<file path="src/rtl/alu_pkg.sv">
// Purpose  : shared ALU definitions: compare codes, default datapath width,
//            op codes and the branch-resolution helper.
// Latency  : n/a (package, no logic of its own)
// Backpress: n/a
package alu_pkg;

   // Compare code produced by the ALU alongside every result. Exactly one bit
   // is set for a well-formed compare; other patterns pass through untouched.
   localparam logic [2:0] COMP_GT = 3'b100;  // greater (signed)
   localparam logic [2:0] COMP_EQ = 3'b010;  // equal
   localparam logic [2:0] COMP_LT = 3'b001;  // less

   localparam int DATA_W_DEF = 16;

   typedef enum logic [3:0] {
      ALU_ADD = 4'd0,
      ALU_SUB = 4'd1,
      ALU_AND = 4'd2,
      ALU_OR  = 4'd3,
      ALU_XOR = 4'd4,
      ALU_SHL = 4'd5,
      ALU_SHR = 4'd6,
      ALU_CMP = 4'd7,
      ALU_MUL = 4'd8,
      ALU_DIV = 4'd9
   } alu_op_t;

   // A branch is taken when any condition bit lines up with a set flag bit,
   // so cond = GT|EQ expresses "greater or equal" and so on.
   function automatic logic resolve_taken(input logic       is_branch,
                                          input logic [2:0] cond,
                                          input logic [2:0] flags);
      return is_branch && (|(cond & flags));
   endfunction

endpackage

</file>
<file path="src/rtl/skid_buffer_2.sv">
// Purpose  : generic 2-entry valid/ready buffer (main register + skid register).
// Latency  : 1 cycle from accept to out_vld; full throughput when out_rdy held high.
// Backpress: in_rdy = !skid_full, registered; no combinational path from out_rdy.
//
// Ports:
//   clk, rst_n          clock, async active-low reset
//   in_vld/in_rdy/in_dat  upstream handshake and payload
//   out_vld/out_rdy/out_dat  downstream handshake and payload (driven by main reg)
module skid_buffer_2 #(
   parameter int W = 8
) (
   input  logic         clk,
   input  logic         rst_n,
   input  logic         in_vld,
   output logic         in_rdy,
   input  logic [W-1:0] in_dat,
   output logic         out_vld,
   input  logic         out_rdy,
   output logic [W-1:0] out_dat
);

   logic         main_vld_q, main_vld_d;
   logic [W-1:0] main_dat_q, main_dat_d;
   logic         skid_vld_q, skid_vld_d;
   logic [W-1:0] skid_dat_q, skid_dat_d;

   logic accept;
   logic retire;

   assign in_rdy  = !skid_vld_q;
   assign out_vld = main_vld_q;
   assign out_dat = main_dat_q;

   assign accept = in_vld && !skid_vld_q;
   assign retire = main_vld_q && out_rdy;

   // The skid register can only be occupied while main is occupied, so the
   // three branches below cover every legal occupancy.
   always_comb begin
      main_vld_d = main_vld_q;
      main_dat_d = main_dat_q;
      skid_vld_d = skid_vld_q;
      skid_dat_d = skid_dat_q;

      if (skid_vld_q) begin
         // Full: nothing can be accepted; a retire shifts skid into main.
         if (retire) begin
            main_dat_d = skid_dat_q;
            skid_vld_d = 1'b0;
         end
      end else if (main_vld_q) begin
         if (retire && accept) begin
            main_dat_d = in_dat;
         end else if (retire) begin
            main_vld_d = 1'b0;
         end else if (accept) begin
            skid_vld_d = 1'b1;
            skid_dat_d = in_dat;
         end
      end else if (accept) begin
         main_vld_d = 1'b1;
         main_dat_d = in_dat;
      end
   end

   always_ff @(posedge clk or negedge rst_n) begin
      if (!rst_n) begin
         main_vld_q <= 1'b0;
         main_dat_q <= '0;
         skid_vld_q <= 1'b0;
         skid_dat_q <= '0;
      end else begin
         main_vld_q <= main_vld_d;
         main_dat_q <= main_dat_d;
         skid_vld_q <= skid_vld_d;
         skid_dat_q <= skid_dat_d;
      end
   end

endmodule

</file>
<file path="src/rtl/alu_result_stage.sv">
// Purpose  : ALU result stage: compare-flags register, branch resolution at
//            accept, retired-result counter, 2-entry skid buffer to writeback.
// Latency  : 1 cycle accept -> out_valid; 1 result per cycle sustained.
// Backpress: in_ready = !skid_full (registered); holds everything when full and stalled.
//
// Ports:
//   clk, rst_n                          clock, async active-low reset
//   in_valid/in_ready                   upstream handshake
//   in_result, in_comp                  ALU result and compare code
//   in_rd, in_wen                       destination index and write enable
//   in_setflags, in_is_branch, in_cond  flag update, branch and condition mask
//   out_valid/out_ready                 writeback handshake
//   out_result, out_rd, out_wen, out_taken  head entry
//   flags                               architectural compare flags
//   retired                             wrapping count of output handshakes
module alu_result_stage
   import alu_pkg::*;
#(
   parameter int DATA_W = DATA_W_DEF,
   parameter int RD_W   = 3,
   parameter int CNT_W  = 8
) (
   input  logic              clk,
   input  logic              rst_n,
   input  logic              in_valid,
   output logic              in_ready,
   input  logic [DATA_W-1:0] in_result,
   input  logic [2:0]        in_comp,
   input  logic [RD_W-1:0]   in_rd,
   input  logic              in_wen,
   input  logic              in_setflags,
   input  logic              in_is_branch,
   input  logic [2:0]        in_cond,
   output logic              out_valid,
   input  logic              out_ready,
   output logic [DATA_W-1:0] out_result,
   output logic [RD_W-1:0]   out_rd,
   output logic              out_wen,
   output logic              out_taken,
   output logic [2:0]        flags,
   output logic [CNT_W-1:0]  retired
);

   localparam int PAY_W = DATA_W + RD_W + 2;

   logic [2:0]       flags_q, flags_d;
   logic [CNT_W-1:0] retired_q, retired_d;

   logic             accept;
   logic             retire;
   logic             in_taken;
   logic [PAY_W-1:0] in_pay;
   logic [PAY_W-1:0] out_pay;

   assign accept = in_valid && in_ready;
   assign retire = out_valid && out_ready;

   // Resolved against the flags as they stand before this edge, so an entry
   // that both branches and sets flags sees the older compare result.
   assign in_taken = resolve_taken(in_is_branch, in_cond, flags_q);
   assign in_pay   = {in_result, in_rd, in_wen, in_taken};

   skid_buffer_2 #(
      .W (PAY_W)
   ) u_skid (
      .clk     (clk),
      .rst_n   (rst_n),
      .in_vld  (in_valid),
      .in_rdy  (in_ready),
      .in_dat  (in_pay),
      .out_vld (out_valid),
      .out_rdy (out_ready),
      .out_dat (out_pay)
   );

   assign {out_result, out_rd, out_wen, out_taken} = out_pay;

   // Flags move at accept, not at retire: a later entry can be accepted into
   // the skid register while the head is stalled and must see this update.
   always_comb begin
      flags_d   = flags_q;
      retired_d = retired_q;
      if (accept && in_setflags) begin
         flags_d = in_comp;
      end
      if (retire) begin
         retired_d = retired_q + CNT_W'(1);
      end
   end

   always_ff @(posedge clk or negedge rst_n) begin
      if (!rst_n) begin
         flags_q   <= 3'b000;
         retired_q <= '0;
      end else begin
         flags_q   <= flags_d;
         retired_q <= retired_d;
      end
   end

   assign flags   = flags_q;
   assign retired = retired_q;

endmodule

</file>
<file path="config.mk">
export PLATFORM = sky130hd
export DESIGN_NAME = alu_result_stage
export DESIGN_NICKNAME = d
export VERILOG_FILES = /design/src/rtl/alu_pkg.sv /design/src/rtl/skid_buffer_2.sv /design/src/rtl/alu_result_stage.sv
export SDC_FILE = /design/constraint.sdc
export NUM_CORES = 1
export LEC_CHECK = 0
export CORE_MARGIN = 5
export CORE_UTILIZATION = 35
export CTS_CLUSTER_SIZE = 20
export DETAILED_ROUTE_END_ITERATION = 7
export GPL_ROUTABILITY_DRIVEN = 0
export PLACE_DENSITY = 0.65
export SETUP_SLACK_MARGIN = 0.02
export SKIP_CTS_REPAIR_TIMING = 1
export SYNTH_ARGS = -nofsm -noshare
export SYNTH_HDL_FRONTEND = slang
export SYNTH_SLANG_ARGS = --single-unit
</file>
<file path="constraint.sdc">
create_clock -name clk -period 1.8 [get_ports clk]
set_input_delay 0.18 -clock clk [delete_from_list [all_inputs] [get_ports clk]]
set_output_delay 0.18 -clock clk [all_outputs]
set_load 0.1 [all_outputs]
</file>
==> flow_summary.json <==
{
  "synth.avg_cell_area_um2": 14.84,
  "worst_slew_pin_slew_ps": 523.0,
  "maxCapViolations": 0,
  "dr.first_iter.drc_count": 21,
  "overflow": 0,
  "port_buffers": 65,
  "place_ws_ps": 66.73,
  "drive_gt1_frac": 0.4895,
  "syn_area_um2": 2404,
  "r2r-end": "u_skid.skid_dat_q[20]",
  "die_area_um2": 8625,
  "r2r_cells": 4,
  "grt_max_degree": 24,
  "endpoint_kind": "register",
  "cts.htree.levels": 2,
  "clk_pin_slew_ps": 90,
  "final.period_utilization": 0.8688,
  "rsz0062_at_grt": "false",
  "setup_violations": 0,
  "vias": 1501,
  "cp_max_fo": 22,
  "fill_cells": 627,
  "wire_per_inst_um": 14.58,
  "setup_slack_ps": 236.2,
  "finClkSkew_ps": 4.543,
  "clockBufferDepth": 2,
  "fin_tns_setup_ps": 0,
  "grt_pass1_wl_um": 7624,
  "die_y_um": 92.87,
  "finalHoldViolCount": 0,
  "rows": 30,
  "clkLatencyLatePin_ps": 300,
  "syn_to_final_growth_pct": 33.89,
  "fin_util": 0.4763,
  "r2r_start": "u_skid.skid_vld_q",
  "netlist_instances": 162,
  "io_pins": 66,
  "drt_pre_antenna_iters": 4,
  "relSlewSlack": 0.6514,
  "ys_seq_elements": 55,
  "drtAntennaViolNets": 0,
  "fmax_ghz": 0.6395,
  "dieWidth_um": 92.87,
  "cts_tree": "yes",
  "outcome": "completed",
  "synth.distinct_cells": 25,
  "cts_made_buffers": 5,
  "synth_nets": 195,
  "arrival_ps": 1760,
  "core_area_um2": 6756,
  "n_antenna_cell": 0,
  "cts_sinks": 55,
  "ys_seq_area_frac": 0.5726,
  "dp_hpwl_um": 3362,
  "grt.total_usage": 0.1127,
  "routed_via_density": 4.735,
  "period_minus_slack_ps": 1564,
  "start_util": 0.3557,
  "start_kind": "register",
  "fin_nets": 269,
  "ys_warn_count": 0,
  "r2r_slack_ps": 240,
  "required_ps": 1990,
  "wl_um": 4621,
  "hold_class": "in2async",
  "antenna_found_initial": 0,
  "drc": 0,
  "cts_root_buffer": "clkbuf_8",
  "finalMaxSlewViolations": 0,
  "grt_pass1_vias": 1542,
  "crit_type": "reg2reg"
}
cell usage after synthesis (all sizes together):
master | number | area share
mux2 | 65 | 0.30
dfrtp | 55 | 0.57
buf | 7 | 0.024
nand2 | 7 | 0.011
xnor2 | 5 | 0.018
a21oi | 3 | 0.011
inv | 2 | 0.0031
nand3 | 2 | 0.0042
nor2 | 2 | 0.0031
o22ai | 2 | 0.0052
xor2 | 2 | 0.0073
a222oi | 1 | 0.0042
a22o | 1 | 0.0036
and3 | 1 | 0.0026
and4 | 1 | 0.0036
and4bb | 1 | 0.0052
ha | 1 | 0.0052
nand2b | 1 | 0.0026
nand4 | 1 | 0.0026
nor3 | 1 | 0.0021
or2 | 1 | 0.0036
cell type report:
type                       count  area (um^2)  area share
sequential                    55         1378      0.4281
multi-input combinational     98        960.9      0.2986
timing repair buffer          74        668.1      0.2076
clock buffer                   8        100.1     0.03110
tap                           80        100.1     0.03110
inverter                       2        11.26    0.003499
how the worst max path moves through the flow:
stage / to / depth (start not counted) / slack, ps / from
floorplan: retired[6] / 4 / 40 / retired[0]
global placement: u_skid.out_dat[11] / 5 / 100 / out_ready
detailed placement: u_skid.out_dat[15] / 5 / 70 / out_ready
CTS: u_skid.skid_dat_q[20] / 4 / 220 / u_skid.skid_vld_q
global route: u_skid.skid_dat_q[11] / 4 / 180 / u_skid.skid_vld_q
finish: u_skid.skid_dat_q[20] / 4 / 240 / u_skid.skid_vld_q
cell families after synthesis:
| kind of cell | after synthesis | synth area share |
|---|---|---|
| AND/OR/NAND/NOR | 18 | 0.04061 |
| multiplexers | 65 | 0.3045 |
| adder cells (fa/ha/maj) | 1 | 0.005205 |
| XOR/XNOR | 7 | 0.02551 |
| flip-flops | 55 | 0.5726 |
| buffers and inverters | 9 | 0.02759 |
| AO/OA/AOI/OAI | 7 | 0.02395 |
registers in the layout, summed over array words and instances, names as in the netlist:
name,cells
flags,3
u_skid.out_dat,21
u_skid.skid_dat_q,21
u_skid.out_vld,1
u_skid.skid_vld_q,1
retired,8
per-layer routing:
layer | vias to the layer above | GRT usage | part of all wire
met1 | 732 | 0.1496 | 0.47
met2 | 39 | 0.1764 | 0.46
li1 | 725 | - | -
met4 | 0 | 0.03663 | 0.013
met5 | - | 0 | 0
met3 | 5 | 0.03331 | 0.059
worst max-delay path, cell delays in order, from the launching register on:
cell and delay [ps]:
dfrtp_1 400, buf_4 180, and4bb_2 330, buf_12 180
mux2_2 350
per-stage QoR:
step / hold slack [ps] / std cells / cell area [um^2]
floorplan: -115.6 / 162 / 2409
global placement: 193.4 / 308 / 3108
detailed placement: 191.5 / 308 / 3108
CTS: -146.9 / 316 / 3208
global route: 407.8 / 317 / 3218
finish: 382.7 / 317 / 3218
layout by cell type (no fill, tap or decap):
cell,instances
nand2_1,7
ha_1,1
or2_4,1
nand2b_1,1
mux2_1,4
clkbuf_8,7
xnor2_1,5
clkdlybuf4s50_1,30
nor2_1,2
buf_12,3
buf_4,39
a22o_1,1
o22ai_1,2
nand4_1,1
clkbuf_1,1
and4bb_2,1
dlygate4sd3_1,1
a21oi_1,2
inv_1,1
dfrtp_2,1
nand3_1,2
nor3_1,1
clkinvlp_4,1
and4_1,1
and3_1,1
dfrtp_1,54
a222oi_1,1
buf_2,1
mux2_2,61
a21oi_4,1
xor2_1,2
Power is not shown: default switching activity piles up to over one toggle a cycle in this logic, so the estimate is an artifact.
